File: src/rtl/mem_port_arbiter.sv
// mem_port_arbiter
// Shares one single-port memory between the instruction-fetch requester and
// the data (load/store) requester of the multicycle CPU. The winning request
// is registered, the memory strobe is held until the memory acknowledges (or
// a timeout expires), and the result is returned with a one-cycle done pulse.
//
// Build option: define ARB_ROUND_ROBIN_EN to alternate the winner on
// simultaneous requests. Without it, data requests always beat fetches.
//
// state | meaning
// IDLE  | no access in flight, requests are sampled here
// BUSY  | memory strobe high, waiting for mem_ready or timeout
// DONE  | owner's done pulse (err if aborted), strobe low, back to IDLE

module mem_port_arbiter #(
    parameter int ADDR_W  = 32,
    parameter int DATA_W  = 32,
    parameter int TIMEOUT = 15
) (
    input  logic              clk,
    input  logic              Reset,
    input  logic              if_req,
    input  logic [ADDR_W-1:0] if_addr,
    output logic [DATA_W-1:0] if_rdata,
    output logic              if_done,
    input  logic              dm_req,
    input  logic              dm_we,
    input  logic [ADDR_W-1:0] dm_addr,
    input  logic [DATA_W-1:0] dm_wdata,
    output logic [DATA_W-1:0] dm_rdata,
    output logic              dm_done,
    output logic              err,
    output logic              mem_en,
    output logic              mem_we,
    output logic [ADDR_W-1:0] mem_addr,
    output logic [DATA_W-1:0] mem_wdata,
    input  logic [DATA_W-1:0] mem_rdata,
    input  logic              mem_ready
);

    typedef enum logic [1:0] {
        IDLE = 2'b00,
        BUSY = 2'b01,
        DONE = 2'b10
    } state_t;

    localparam logic OWN_IF = 1'b0;
    localparam logic OWN_DM = 1'b1;

    // last BUSY cycle index before the access is abandoned
    localparam logic [7:0] CNT_LAST = 8'(TIMEOUT - 1);

    state_t     state;
    logic       owner;
    logic [7:0] cnt;
    logic       pick_dm;

`ifdef ARB_ROUND_ROBIN_EN
    logic last;

    // on a tie, the requester that was not served last time wins
    always_comb begin
        pick_dm = 1'b0;
        if (dm_req && !if_req) begin
            pick_dm = 1'b1;
        end else if (dm_req && if_req) begin
            pick_dm = (last == OWN_IF);
        end
    end

    // remember who was served, updated as each access completes
    always_ff @(posedge clk or negedge Reset) begin
        if (!Reset) begin
            last <= OWN_IF;
        end else if (state == DONE) begin
            last <= owner;
        end
    end
`else
    // fixed priority: data accesses always beat instruction fetches
    always_comb begin
        pick_dm = dm_req;
    end
`endif

    // access sequencer: grant, strobe/wait/timeout, done pulse
    always_ff @(posedge clk or negedge Reset) begin
        if (!Reset) begin
            state     <= IDLE;
            owner     <= OWN_IF;
            cnt       <= '0;
            mem_en    <= 1'b0;
            mem_we    <= 1'b0;
            mem_addr  <= '0;
            mem_wdata <= '0;
            if_rdata  <= '0;
            dm_rdata  <= '0;
            if_done   <= 1'b0;
            dm_done   <= 1'b0;
            err       <= 1'b0;
        end else begin
            case (state)
                IDLE: begin
                    if_done <= 1'b0;
                    dm_done <= 1'b0;
                    err     <= 1'b0;
                    if (if_req || dm_req) begin
                        cnt    <= '0;
                        mem_en <= 1'b1;
                        if (pick_dm) begin
                            owner     <= OWN_DM;
                            mem_addr  <= dm_addr;
                            mem_wdata <= dm_wdata;
                            mem_we    <= dm_we;
                        end else begin
                            // fetches never write
                            owner     <= OWN_IF;
                            mem_addr  <= if_addr;
                            mem_wdata <= '0;
                            mem_we    <= 1'b0;
                        end
                        state <= BUSY;
                    end
                end

                BUSY: begin
                    if (mem_ready) begin
                        if (owner == OWN_DM) begin
                            dm_rdata <= mem_rdata;
                            dm_done  <= 1'b1;
                        end else begin
                            if_rdata <= mem_rdata;
                            if_done  <= 1'b1;
                        end
                        err    <= 1'b0;
                        mem_en <= 1'b0;
                        mem_we <= 1'b0;
                        state  <= DONE;
                    end else if (cnt == CNT_LAST) begin
                        // memory never answered: return zero data flagged as error
                        if (owner == OWN_DM) begin
                            dm_rdata <= '0;
                            dm_done  <= 1'b1;
                        end else begin
                            if_rdata <= '0;
                            if_done  <= 1'b1;
                        end
                        err    <= 1'b1;
                        mem_en <= 1'b0;
                        mem_we <= 1'b0;
                        state  <= DONE;
                    end else begin
                        cnt <= cnt + 8'd1;
                    end
                end

                DONE: begin
                    if_done <= 1'b0;
                    dm_done <= 1'b0;
                    err     <= 1'b0;
                    state   <= IDLE;
                end

                default: begin
                    // unreachable encoding: park safely
                    if_done <= 1'b0;
                    dm_done <= 1'b0;
                    err     <= 1'b0;
                    mem_en  <= 1'b0;
                    mem_we  <= 1'b0;
                    state   <= IDLE;
                end
            endcase
        end
    end

endmodule

File: config.mk
export PLATFORM = sky130hd
export DESIGN_NAME = mem_port_arbiter
export DESIGN_NICKNAME = d
export VERILOG_FILES = /design/src/rtl/mem_port_arbiter.sv
export SDC_FILE = /design/constraint.sdc
export NUM_CORES = 1
export LEC_CHECK = 0
export ABC_AREA = 1
export BUFFER_PORTS_ARGS = -buffer_cell sky130_fd_sc_hd__buf_2
export CAP_MARGIN = 25
export CORE_ASPECT_RATIO = 0.9
export CORE_MARGIN = 5
export CORE_UTILIZATION = 50
export CTS_BUF_LIST = sky130_fd_sc_hd__clkbuf_4 sky130_fd_sc_hd__clkbuf_8
export CTS_CLUSTER_SIZE = 14
export DETAILED_ROUTE_END_ITERATION = 12
export PLACE_DENSITY_LB_ADDON = 0.2
export SETUP_SLACK_MARGIN = 0.15
export SYNTH_ARGS = -nofsm -noshare
export SYNTH_HDL_FRONTEND = slang
export SYNTH_SLANG_ARGS = --single-unit
File: constraint.sdc
create_clock -name clk -period 3.1 [get_ports clk]
set_clock_uncertainty 0.1 [all_clocks]
set_input_delay 0.62 -clock clk [delete_from_list [all_inputs] [get_ports clk]]
set_output_delay 0.62 -clock clk [all_outputs]
set_load 0.005 [all_outputs]
### After elaboration in Yosys (flattened, before gate mapping)

Index checks and enable logic that the tools add are counted.
W data, S select, Z words.

* register bits after elaboration: 144
* input port bits: 134
* output and inout port bits: 133
* word-level logic and storage cells: 69

* add/subtract/negate cells: 1
* eq/ne operators: 7
* muxes and demuxes: 37
* bitwise operators: 2
* reductions and logical operators: 10

Operator list (count)
* $mux W32: 10
* $mux W8: 3
* $mux W1: 17
* $pmux W8 S2: 1
* $reduce_and A3 Y1: 3
* $add A8 B1 Y8 const B: 1
* $eq A8 B4 Y1 const B: 1
* $mux W2: 3
* $ne A2 B2 Y1 const B: 3
* $pmux W1 S3: 2
* $pmux W2 S2: 1
* $reduce_and A2 Y1: 2
* $reduce_and A4 Y1: 1
* $reduce_bool A2 Y1: 2
* $ne A3 B3 Y1 const B: 1
* $eq A2 B1 Y1 const B: 1
* $eq A2 B2 Y1 const B: 1
* $logic_not A2 Y1: 1
* $not A1 Y1: 2
* $logic_or A1 B1 Y1: 1

### Depth between registers and ports, before layout

* depth in word-level cells: 4
* gate-level depth with buffers: 8
* depth with buffers taken out: 8

### Worst setup path after synthesis

Ideal clock, no wire load.

* path type: input to register
* from: input port dm_req
* to: register mem_addr[24]
* data arrival time: 1.411 ns
* data required time: 2.870 ns
* path slack: 1.459 ns
* stages: 7
* cell sequence: buf_2 > o21ai_4 > inv_2 > buf_4 > buf_4 > nor2_1 > a31oi_1

* word-level cells in the longest chain between the ends: 2

RTL lines
* from (decl): RTL line 26 `input logic dm_req,`
* $logic_or A1 B1 Y1: RTL line 107 `if (if_req || dm_req) begin`
* $reduce_and A2 Y1 (no source line)
* to (signal assigned): RTL line 112 `mem_addr <= dm_addr;`
* to (signal assigned): RTL line 118 `mem_addr <= if_addr;`
* to (decl): RTL line 35 `output logic [ADDR_W-1:0] mem_addr,`

Parallel ways exist; a longest one is shown, timed or not.
A chain may end at the register's enable or synchronous reset.

### Worst setup path after layout

* from: register state[1]
* to: register if_rdata[6]

* word-level cells in the longest chain between the ends: 2

RTL lines
* from (decl): RTL line 53 `state_t state;`
* from (signal assigned): RTL line 89 `state <= IDLE;`
* from (signal assigned): RTL line 122 `state <= BUSY;`
* from (signal assigned): RTL line 138 `state <= DONE;`
* $eq A2 B1 Y1: RTL line 102 `case (state)`
* $reduce_and A3 Y1 (no source line)
* to (signal assigned): RTL line 132 `if_rdata <= mem_rdata;`
* to (decl): RTL line 24 `output logic [DATA_W-1:0] if_rdata,`

Every way passes these cells.

==> reports/qor_table.md <==
| Result | Value |
| --- | --- |
| Clock-pin slew on the worst setup and hold paths | 0.08 ns |
| Die width | 126 um |
| Setup-failing EPs final | 0 |
| Number of filler instances in the final layout | 1013 |
| Cts bufs inserted | 17 |
| Met3 demand-to-capacity share in global routing | 0.0774 |
| Synthesis-to-layout area growth | 30.5% |
| Hold crit path type | in -> async |
| Async set-reset flop share out of synthesis | 1.00 |
| Number of levels the H-tree was split into | 4 |
| Worst slew margin relative to its limit | 0.369 |
| Number of cells on the worst reg-to-reg path | 7 |
| Proportion of synthesized chip area in sequential cells | 0.595 |
| GR peak layer | met2 |
| Area share of the leading cell type in the synthesized netlist | 0.595 |
| Gate count of the mapped netlist | 632 |
| Number of clock sinks | 144 |
| Crit Path Class | reg -> reg |
| Total number of vias | 5484 |
| Placeable core area | 0.0120 mm^2 |
| Peak Freq | 497 MHz |
| Buffers inserted by post-CTS timing repair | 0 |
| Detail Placement HPWL | 12.6 mm |
| Global-route track usage on met1 | 0.292 |
| Starting density of the core | 0.505 |
| Setup repair after global routing missed its margin | false |
| Remaining Overflow, GRT | 0 |
| Worst path cell trace | inv_2, nand2_1, inv_2, buf_4, nand3_4, nand2_1, nand2_1 |
| Post-synthesis sequential element count | 144 |
| IO buf count | 266 |
| Final Hold Violating Endpoints | 0 |
| Number of enable flip-flop cells after synthesis | 0 |
| Antenna cell count | 0 |
| Worst endpoint required time | 3.32 ns |
| Worst setup EP type | flop |
| Data arrival time of the worst path | 2.23 ns |
| Static power due to leakage | 0.00432 uW |
| Layout cells sized above 1 | 0.354 |
| Result of the run | completed |
| Detailed-routing iteration count for the pre-antenna-repair pass | 7 |
| Largest net degree at the start of global routing | 72 |
| Wire length after detailed routing | 17.1 mm |
| Delay contributed by the slowest stage of the critical path | 0.42 ns |
| Syn_area_per_cell | 9.58 um^2 |
| Critical Path Fanout Max | 33 |
| Root Driver | sky130_fd_sc_hd__clkbuf_8 |
| FF-to-FF setup slack | 1.09 ns |
| Worst-case clock buffer depth | 2 |
| Launching element type of the critical path | flop |
| Max-slew violation total from the final report | 0 |
| Final critical-path share of the clock period | 0.649 |
| Global-route wire length before repair | 27.5 mm |
| GR Util All Layers | 0.239 |
| Fin Setup TNS | 0 ns |
| Mapped Nets | 768 |
| Die outline area | 0.0144 mm^2 |
| CP bufs+invs | 3 |
| Count of yosys warnings during synthesis | 0 |
| Post-synth cell types | 25 |
| Most common flop cell mapped by yosys | sky130_fd_sc_hd__dfrtp_1 |
| PwrDens | 1000 mW/mm^2 |
| Initial antenna violation count | 0 |
| Row Count | 38 |
| Largest vdd supply drop | 0.466 mV |
| Clock tree from TritonCTS | yes |
| Post-layout min period | 2.01 ns |
| Clock latency on the worst-skew pair | 0.43 ns |
| Max_cap viols | 0 |
| Detailed router's first-iteration violation count | 263 |
| Drt via density | 5.23 |
| GR Util met2 | 0.411 |
| Count of boundary I/O pins | 267 |
| Top cells by area, synth | sky130_fd_sc_hd__dfrtp_1 (60%), sky130_fd_sc_hd__nand2_1 (14%), sky130_fd_sc_hd__nand4_1 (6.6%) |
| Vias in the first global route | 5464 |
| Family with the most delay on the worst path | buffers and inverters |
| Measured slew at the worst slew-check pin | 0.946 ns |
| Library cell with the highest instance count after synthesis | sky130_fd_sc_hd__nand2_1 |
| Commonest cells in the synthesized netlist | sky130_fd_sc_hd__nand2_1 (221), sky130_fd_sc_hd__dfrtp_1 (144), sky130_fd_sc_hd__nand4_1 (64) |
| Cell with the largest stage delay on the worst path | sky130_fd_sc_hd__dfrtp_1 |
| Syn Std Cell Area | 0.00605 mm^2 |
| Count of nets after finishing | 1013 |
| Terminus of the critical flop-to-flop path | if_rdata[6] |
| Post-synthesis cell type with the largest combined area | sky130_fd_sc_hd__dfrtp_1 |
| Drc violations | 0 |
| Most frequent cell on the critical path | sky130_fd_sc_hd__nand2_1 |
| Placed cells | 1018 |
| CTS hold repair buffers | 0 |
| Vert. Die Dim | 114 um |
| Number of routed nets with antenna violations | 0 |
| Drt wl/cell | 16.3 um |
| Final standard cell count with taps included and fillers excluded | 1049 |
| Last weighted congestion value of the routability-driven placer | 0.823 |
| Critical R2R Launch | state[1] |
| Resize count post-CTS | 0 |
| Min setup slack post-route | 1.09 ns |
| Worst-case setup slack after placement | 1.03 ns |
==> through the flow <==
step | hold slack (ns) | utilization | instance area, um^2 | total power, uW
finish | 0.0886 | 0.659 | 7900 | 7900
global route | 0.115 | 0.659 | 7900 | 8470
CTS | 0.0834 | 0.659 | 7900 | 7980
detailed placement | 0.353 | 0.617 | 7390 | 6110
global placement | 0.349 | 0.617 | 7390 | 6020
floorplan | 0.224 | - | 6050 | 4800
==> report_power, final <==
part	internal [uW]	switching, uW	total, uW
logic	1210	1620	2830
registers	2730	484	3210
clock network	1140	713	1860
==> layout make-up <==
type                    count  area (um^2)  share of cell area
flip-flops and latches    144         3600               0.456
multi-input cells         425         2120               0.268
inverters                  14         52.6             0.00665
repair buffers            275         1420               0.179
well taps                 160          200              0.0253
clock inverters            13          258              0.0326
clock buffers              18          248              0.0314
==> registers in the layout (all words and copies together) (netlist names) <==
signal,count
cnt,8
dm_done,1
dm_rdata,32
err,1
if_done,1
if_rdata,32
mem_addr,32
mem_en,1
mem_wdata,32
mem_we,1
owner,1
state,2
==> cell families (layout without fill, tap and decap cells) <==
group / Yosys count / after routing / synth area share
AO/OA/AOI/OAI: 75 / 75 / 0.0926
XOR/XNOR: 3 / 3 / 0.00434
adder cells (fa/ha/maj): 2 / 2 / 0.00413
buffers and inverters: 63 / 320 / 0.0548
flip-flops: 144 / 144 / 0.595
AND/OR/NAND/NOR: 345 / 345 / 0.249
==> worst max path at each step <==
stage,slack (ns),startpoint,end,cells past startpoint
final,1.09,state[1],if_rdata[6],7
after global routing,0.91,state[1],if_rdata[15],7
after CTS,1.08,state[1],if_rdata[16],7
after detailed placement,1.03,dm_req,mem_addr[17],5
after global placement,1.10,dm_req,mem_addr[0],4
after floorplan,1.46,dm_req,mem_addr[24],7
==> layout by cell type, fill, tap and decap left out, types with 2 or more instances in the layout <==
| master | instances |
|---|---|
| sky130_fd_sc_hd__a22o_1 | 32 |
| sky130_fd_sc_hd__a31oi_1 | 32 |
| sky130_fd_sc_hd__buf_2 | 265 |
| sky130_fd_sc_hd__buf_4 | 8 |
| sky130_fd_sc_hd__bufinv_16 | 7 |
| sky130_fd_sc_hd__clkbuf_8 | 18 |
| sky130_fd_sc_hd__clkinv_4 | 2 |
| sky130_fd_sc_hd__dfrtp_1 | 144 |
| sky130_fd_sc_hd__ha_1 | 2 |
| sky130_fd_sc_hd__inv_1 | 10 |
| sky130_fd_sc_hd__inv_2 | 3 |
| sky130_fd_sc_hd__inv_6 | 2 |
| sky130_fd_sc_hd__nand2_1 | 221 |
| sky130_fd_sc_hd__nand3_1 | 12 |
| sky130_fd_sc_hd__nand3_4 | 2 |
| sky130_fd_sc_hd__nand4_1 | 64 |
| sky130_fd_sc_hd__nor2_1 | 44 |
| sky130_fd_sc_hd__o21ai_0 | 6 |
| sky130_fd_sc_hd__o21ai_1 | 3 |
| sky130_fd_sc_hd__xor2_1 | 2 |
==> layer usage <==
metal  vias to the layer above  wire (um)
met5                         -          0
li1                       2637          -
met3                        17       1340
met4                         0        240
met2                       209       8680
met1                      2621       6830
Power figures use the tool's default switching activity.
